==> src/rtl/rv_mul_pkg.sv <==
// Shared multiply-op encodings and defaults used by the decoder, the ALU dispatcher
// and the multiplier sequencer.
package rv_mul_pkg;

    localparam int XLEN_DEF = 32;

    typedef enum logic [1:0] {
        MUL_OP_MUL    = 2'd0,
        MUL_OP_MULH   = 2'd1,
        MUL_OP_MULHSU = 2'd2,
        MUL_OP_MULHU  = 2'd3
    } mul_op_e;

    // rs1 is treated as signed for every op except MULHU
    function automatic logic a_is_signed(input mul_op_e op);
        return op != MUL_OP_MULHU;
    endfunction

    function automatic logic b_is_signed(input mul_op_e op);
        return (op == MUL_OP_MUL) || (op == MUL_OP_MULH);
    endfunction

endpackage

==> src/rtl/RV_multiplier.sv <==
// Pipelined integer multiplier: product of the inputs enters the first stage and
// walks LATENCY register stages, all gated by enable.
module RV_multiplier #(
    parameter int WIDTHA  = 33,
    parameter int WIDTHB  = 33,
    parameter int WIDTHP  = 66,
    parameter int SIGNED  = 1,
    parameter int LATENCY = 3
) (
    input  logic              clk,
    input  logic              enable,
    input  logic [WIDTHA-1:0] a,
    input  logic [WIDTHB-1:0] b,
    output logic [WIDTHP-1:0] p
);

    logic signed [WIDTHP-1:0] a_w;
    logic signed [WIDTHP-1:0] b_w;
    logic signed [WIDTHP-1:0] prod;
    logic signed [WIDTHP-1:0] prod_p [LATENCY];

    // Extending to the product width first makes the truncated product exact.
    if (SIGNED != 0) begin : g_signed
        assign a_w = WIDTHP'($signed(a));
        assign b_w = WIDTHP'($signed(b));
    end else begin : g_unsigned
        assign a_w = WIDTHP'(a);
        assign b_w = WIDTHP'(b);
    end

    assign prod = a_w * b_w;

    // stage p0 .. p(LATENCY-1)
    always_ff @(posedge clk) begin
        if (enable) begin
            prod_p[0] <= prod;
            for (int i = 1; i < LATENCY; i++) begin
                prod_p[i] <= prod_p[i-1];
            end
        end
    end

    assign p = prod_p[LATENCY-1];

endmodule

==> src/rtl/rv_mul_sequencer.sv <==
// Issue/writeback controller around RV_multiplier: operand extension, sideband
// (valid/op/tag) pipe aligned with the multiplier, backpressure stall and flush.
module rv_mul_sequencer
    import rv_mul_pkg::*;
#(
    parameter int XLEN    = XLEN_DEF,
    parameter int LATENCY = 3,
    parameter int TAGW    = 8
) (
    input  logic            clk,
    input  logic            reset,
    input  logic            in_valid,
    output logic            in_ready,
    input  logic [1:0]      in_op,
    input  logic [XLEN-1:0] in_a,
    input  logic [XLEN-1:0] in_b,
    input  logic [TAGW-1:0] in_tag,
    input  logic            flush,
    output logic            out_valid,
    input  logic            out_ready,
    output logic [XLEN-1:0] out_result,
    output logic [TAGW-1:0] out_tag,
    output logic            busy
);

    localparam int XW = XLEN + 1;
    localparam int PW = 2 * XLEN + 2;

    logic [LATENCY-1:0]     vld_p;
    mul_op_e                op_p  [LATENCY];
    logic [TAGW-1:0]        tag_p [LATENCY];
    logic                   stall;
    logic                   enable;
    logic                   accept;
    mul_op_e                op_in;
    logic signed [XW-1:0]   a_ext;
    logic signed [XW-1:0]   b_ext;
    logic signed [PW-1:0]   prod_p;
    logic                   unused_prod_hi;

    function automatic logic [XLEN-1:0] select_half(input mul_op_e op,
                                                    input logic [2*XLEN-1:0] prod);
        if (op == MUL_OP_MUL) begin
            return prod[XLEN-1:0];
        end
        return prod[2*XLEN-1:XLEN];
    endfunction

    assign op_in    = mul_op_e'(in_op);
    assign stall    = out_valid & ~out_ready;
    assign enable   = ~stall;
    assign in_ready = ~stall & ~flush;
    assign accept   = in_valid & in_ready;

    // One extra bit lets a single signed multiplier cover all four signedness mixes.
    assign a_ext = {a_is_signed(op_in) & in_a[XLEN-1], in_a};
    assign b_ext = {b_is_signed(op_in) & in_b[XLEN-1], in_b};

    RV_multiplier #(
        .WIDTHA  (XW),
        .WIDTHB  (XW),
        .WIDTHP  (PW),
        .SIGNED  (1),
        .LATENCY (LATENCY)
    ) u_mult (
        .clk    (clk),
        .enable (enable),
        .a      (a_ext),
        .b      (b_ext),
        .p      (prod_p)
    );

    // stage p0 .. p(LATENCY-1): valid bits, flush wins over stall
    always_ff @(posedge clk or negedge reset) begin
        if (!reset) begin
            vld_p <= '0;
        end else if (flush) begin
            vld_p <= '0;
        end else if (enable) begin
            vld_p[0] <= accept;
            for (int i = 1; i < LATENCY; i++) begin
                vld_p[i] <= vld_p[i-1];
            end
        end
    end

    always_ff @(posedge clk) begin
        if (enable) begin
            op_p[0]  <= op_in;
            tag_p[0] <= in_tag;
            for (int i = 1; i < LATENCY; i++) begin
                op_p[i]  <= op_p[i-1];
                tag_p[i] <= tag_p[i-1];
            end
        end
    end

    assign unused_prod_hi = ^prod_p[PW-1:2*XLEN];
    assign out_valid      = vld_p[LATENCY-1];
    assign out_tag        = tag_p[LATENCY-1];
    assign out_result     = select_half(op_p[LATENCY-1], prod_p[2*XLEN-1:0]);
    assign busy           = |vld_p;

endmodule

==> config.mk <==
export PLATFORM = sky130hd
export DESIGN_NAME = rv_mul_sequencer
export DESIGN_NICKNAME = d
export VERILOG_FILES = /design/src/rtl/rv_mul_pkg.sv /design/src/rtl/RV_multiplier.sv /design/src/rtl/rv_mul_sequencer.sv
export SDC_FILE = /design/constraint.sdc
export NUM_CORES = 2
export LEC_CHECK = 0
export BUFFER_PORTS_ARGS = -buffer_cell sky130_fd_sc_hd__buf_2
export CORE_ASPECT_RATIO = 1.4
export CORE_UTILIZATION = 49
export DETAILED_ROUTE_END_ITERATION = 6
export GPL_TIMING_DRIVEN = 1
export PLACE_DENSITY = 0.68
export REMOVE_ABC_BUFFERS = 1
export SLEW_MARGIN = 0
export SYNTH_ARGS = -nofsm -noshare
export SYNTH_HDL_FRONTEND = slang
export SYNTH_SLANG_ARGS = --single-unit
export TNS_END_PERCENT = 10
==> constraint.sdc <==
create_clock -name clk -period 5.4 [get_ports clk]
set_clock_uncertainty 0.2 [all_clocks]
set_input_delay 1.08 -clock clk [delete_from_list [all_inputs] [get_ports clk]]
set_output_delay 1.08 -clock clk [all_outputs]
set_load 0.02 [all_outputs]
=== Word level (Yosys, flattened, before mapping) ===
Memory sizes are Yosys's and may differ from the RTL's.
Index checks and enable logic that the tools add are counted.

* Add/subtract/negate cells: 0
* Muxes and demuxes: 6
* Bitwise logic cells: 8
* Div/mod/pow operators: 0
* $lt $le $gt $ge: 0
* Reductions and logical operators: 4
* Shift-type cells: 0
* Equality and inequality tests: 3
* Multiply operators: 1

{| class="wikitable"
|+ Operators with widths
! cell !! count
|-
| 33-bit by 33-bit multiplier with 66-bit output || 1
|-
| 32-bit two-way mux || 2
|-
| 3-bit two-way mux || 2
|-
| 1-bit bitwise AND || 5
|-
| 2-bit zero test || 2
|-
| 2-bit inequality test, second input constant || 2
|-
| 1-bit inverter || 3
|-
| 3-bit OR reduction || 1
|-
| 2-bit by 1-bit == test with 1-bit output, second input constant || 1
|-
| 1-bit two-way mux || 2
|-
| 1-bit logical OR || 1
|}

* Register bits after elaboration: 3
* Bits in writable memories: 228
* Input port bits: 79
* Memory bits (read-only): 0
* Bits in latches: 0
* Word-level logic and storage cells: 26
* Memories kept: 3

{| class="wikitable"
|+ Memories
! name !! words !! width !! read ports !! clocked after memory_dff !! write ports !! line !! text
|-
| u_mult.prod_p || 3 || 66 || 3 || 0 || 3 || RV_multiplier.sv:20 || <nowiki>logic signed [WIDTHP-1:0] prod_p [LATENCY];</nowiki>
|-
| tag_p || 3 || 8 || 3 || 0 || 3 || rv_mul_sequencer.sv:31 || <nowiki>logic [TAGW-1:0] tag_p [LATENCY];</nowiki>
|-
| op_p || 3 || 2 || 3 || 0 || 3 || rv_mul_sequencer.sv:30 || <nowiki>mul_op_e op_p [LATENCY];</nowiki>
|}

=== Longest topological paths before layout ===
* Depth after elaboration: 7
* Depth in mapped cells: 29
* Gate-level depth less buffers: 27

=== Modules after synthesis ===
Synthesis repeated with hierarchy kept, for this count alone.

* Cells, all modules: 4,589
* Area, all modules: 46,888.7 µm²

{| class="wikitable"
|+ By module, submodules not included
! module !! seq. area each (µm²) !! area each (µm²) !! cells an instance !! instances
|-
| RV_multiplier || 5,945.7 || 45,351.0 || 4,499 || 1
|-
| rv_mul_sequencer || 975.9 || 1,537.7 || 90 || 1
|}

=== Worst setup path after synthesis ===
No wires, ideal clock.

* Kind: input to register
* From: in in_a[31]
* To: mem u_mult.prod_p[0][62] (data pin)
* Stages: 28
* Arrival: 8,457 ps
* Setup slack: -3,522 ps
* Library setup time: 265 ps
* Cells stage by stage: a21boi_0 clkbuf_1 nand2_1 inv_1 fa_1 inv_1 fa_1 inv_1 fa_1 inv_1 fa_1 inv_1 fa_1 fa_1 fa_1 inv_1 fa_1 inv_1 ha_1 nand4_1 nor3_1 a22oi_1 a41oi_1 nor2_1 a31oi_1 a21oi_1 o21ai_0 xor2_1

{| class="wikitable"
|+ RTL lines
! item !! line !! text
|-
| start: declaration || rv_mul_sequencer.sv:15 || <nowiki>input logic [XLEN-1:0] in_a,</nowiki>
|-
| end: declaration || RV_multiplier.sv:20 ||
|}

==> results.json <==
{
  "status": "finished with violations",
  "violations": "design-rule violations, negative setup slack",
  "antenna_cells": 0,
  "grt_max_degree": 143,
  "core-area_um2": 91300,
  "drv_slew": 0,
  "dieHeight_um": 362,
  "crit_type": "primary input to register",
  "required_ns": 5.56,
  "ys_ff_latch": 225,
  "wl_met3_um": 5720,
  "ys_seq_area_frac": 0.149,
  "nNetsFinal": 6353,
  "top_layer": "met4",
  "numCtsBuffers": 23,
  "cts_sinks": 225,
  "met1_length_um": 41300,
  "synth_edf_count": 222,
  "drive_gt1_frac": 0.178,
  "finalHoldViolations": 0,
  "grt_pass1_vias": 36300,
  "rsz0062_at_grt": "yes",
  "std_cell_rows": 131,
  "finalWorstPathRequiredPeriod_ns": 8.16,
  "cts_hold_buf": 0,
  "syn2layout_area_growth_pct": 16.5,
  "start_util": 0.496,
  "maxSlewHeadroom": 0.327,
  "cp-end-kind": "register",
  "drc": 7,
  "port-buffer-count": 121,
  "die_x_um": 259,
  "critPathLaunchType": "primary input",
  "yosys.cell_types.count": 70,
  "clkTransAtPathRegs_ns": 0.06,
  "synthFlopType": "edfxtp_1",
  "netlist_area_um2": 45300,
  "tightest_slew_ns": 1.01,
  "grt_pass1_wl_um": 189000,
  "drt-total-wl_um": 116000,
  "gp_congestion": 0.921,
  "clock.fmax_mhz": 123,
  "avgSynthCellArea_um2": 10.1,
  "arrival_ns": 8.32,
  "htreeDepth": 1,
  "grt.total_usage": 0.261,
  "cts-root-buf": "clkbuf_16",
  "postLayoutSetupSlackWorst_ns": -2.76,
  "fillers": 7680,
  "cts_tree": "done",
  "setup_viol": 55,
  "wl_per_cell_um": 18.9,
  "hpwl_um": 101000,
  "wl_met2_um": 63300,
  "synth_cells": 4503,
  "first_pass_iters": 7,
  "cts_buffer_depth": 3,
  "drtIter0Drc": 1545,
  "ios": 122,
  "hold_class": "primary input to asynchronous set/reset pin",
  "worst_hold_slack_ns": 0.166,
  "critPathMaxFanout": 11,
  "clock_latency_ns": 0.50,
  "cap_violations": 0,
  "async_flop_share": 0.0133,
  "grt_overflow_total": 0,
  "vias": 31700,
  "vias_per_cell": 5.15,
  "finalCritPeriodShare": 1.51,
  "ant_nets": 0,
  "antenna_found_initial": 1,
  "dieArea_um2": 93700,
  "ys.warnings.count": 0
}
## state kept, by name, indices dropped and copies added (netlist names)
signal and cells:
u_mult.prod_p 192, tag_p 24, op_p 6, vld_p 3
## worst max-delay path: stages
cell and delay (ns):
buf_2 0.15, buf_12 0.15, and2_1 0.16, fa_1 0.47, fa_1 0.56, inv_1 0.08, fa_1 0.53, inv_1 0.05
fa_1 0.48, fa_1 0.57, fa_1 0.45, fa_1 0.65, inv_1 0.08, fa_1 0.47, inv_1 0.06, ha_4 0.28
nand2_1 0.08, nor4_2 0.33, buf_4 0.16, and2_1 0.11, a32o_2 0.18, o2111a_1 0.25, nor2_1 0.07, a22o_2 0.27
or4b_1 0.48, nand4_1 0.10
## final cells by class
cell class                 count  area [um^2]  share of cell area
tap                         1197         1500              0.0284
clock buffer                  31          606              0.0115
inverter                    1160         4360              0.0827
sequential                   225         6740               0.128
clock inverter                 9         92.6             0.00175
multi-input combinational   2885        34200               0.648
timing repair buffer         642         5280               0.100
## worst paths after layout
path,start,endpoint,slack [ns],cells after the start
hold / removal,reset,vld_p[2],0.17,1
setup / recovery,in_b[9],u_mult.prod_p[0][57],-2.76,26
min in group clk,u_mult.prod_p[0][88],u_mult.prod_p[0][154],0.21,0
setup reg to reg,vld_p[2],u_mult.prod_p[0][13],2.97,3
max in group asynchronous,reset,vld_p[0],4.73,1
hold reg to reg,u_mult.prod_p[0][88],u_mult.prod_p[0][154],0.21,0
## per-layer routing
metal | up-vias | global-route usage
li1 | 13900 | -
met1 | 16500 | 0.289
met2 | 1005 | 0.495
met3 | 332 | 0.0268
met4 | 0 | 0.118
met5 | - | 0
## repair_timing
item                       in CTS  in global routing
pin swaps                      88                 79
hold endpoints to repair        0                  0
cloned                          1                  0
buffers inserted               20                 10
setup endpoints to repair      56                 56
gates resized for setup       191                108
## layout by cell type (no fill, tap or decap), types with 9 or more instances in the layout
master and count:
nor2_1 64, edfxtp_1 222, inv_2 21, nand4_1 19, fa_2 24, nand3_1 14
a21o_1 13, nand2_1 719, xor2_1 14, ha_4 28, buf_12 31, buf_6 47
fa_1 1101, buf_4 473, o21ai_0 12, mux2_2 32, buf_8 9, buf_2 78
inv_1 1137, o21bai_1 11, ha_1 184, o21ai_1 17, xnor2_1 43, clkbuf_16 23
nor3_1 15, a21oi_1 40, a21oi_2 14, and2_1 365
## per-stage QoR
step	area, um^2	setup TNS (ns)	util	worst slack, ns	cells
finish	52800	-115.67	0.578	-2.76	6149
global route	52800	-126.01	0.578	-2.96	6149
CTS	52300	-116.65	0.573	-2.76	6145
detailed placement	50600	-163.86	0.554	-3.68	6084
global placement	50600	-160.03	0.554	-3.61	6084
floorplan	44400	-338.58	-	-4.57	4270
## cell usage after synthesis, drive strengths merged, types with 5 or more instances
master	instances	share of area
nor3	18	0.0020
o21bai	13	0.0022
a21oi	58	0.0064
edfxtp	222	0.15
buf	22	0.0028
o21ai	35	0.0039
xor2	18	0.0035
nor2	70	0.0058
inv	1160	0.096
a211oi	5	0.00083
fa	1125	0.50
nand4	19	0.0026
or2	7	0.00097
nand2b	7	0.00097
nand3	16	0.0018
nand2	725	0.060
and2	372	0.051
clkbuf	211	0.018
a31oi	11	0.0015
o21a	8	0.0013
and3	10	0.0014
ha	212	0.059
xnor2	51	0.0099
mux2	32	0.0080
a21o	14	0.0023
o211ai	8	0.0013
## kinds of logic after synthesis
| family | count (synthesis) | share of synthesized area |
|---|---|---|
| and+or+nand+nor | 1260 | 0.130 |
| AOI/OAI and AO/OA | 184 | 0.0269 |
| muxes | 35 | 0.00862 |
| buffers and inverters | 1393 | 0.116 |
| DFF | 225 | 0.149 |
| adders and majority gates | 1337 | 0.556 |
| xor gates and xnor gates | 69 | 0.0133 |
Power is left out: the tool's default activity adds up to more than one toggle a clock period on the data nets, which glitch-free logic cannot reach.
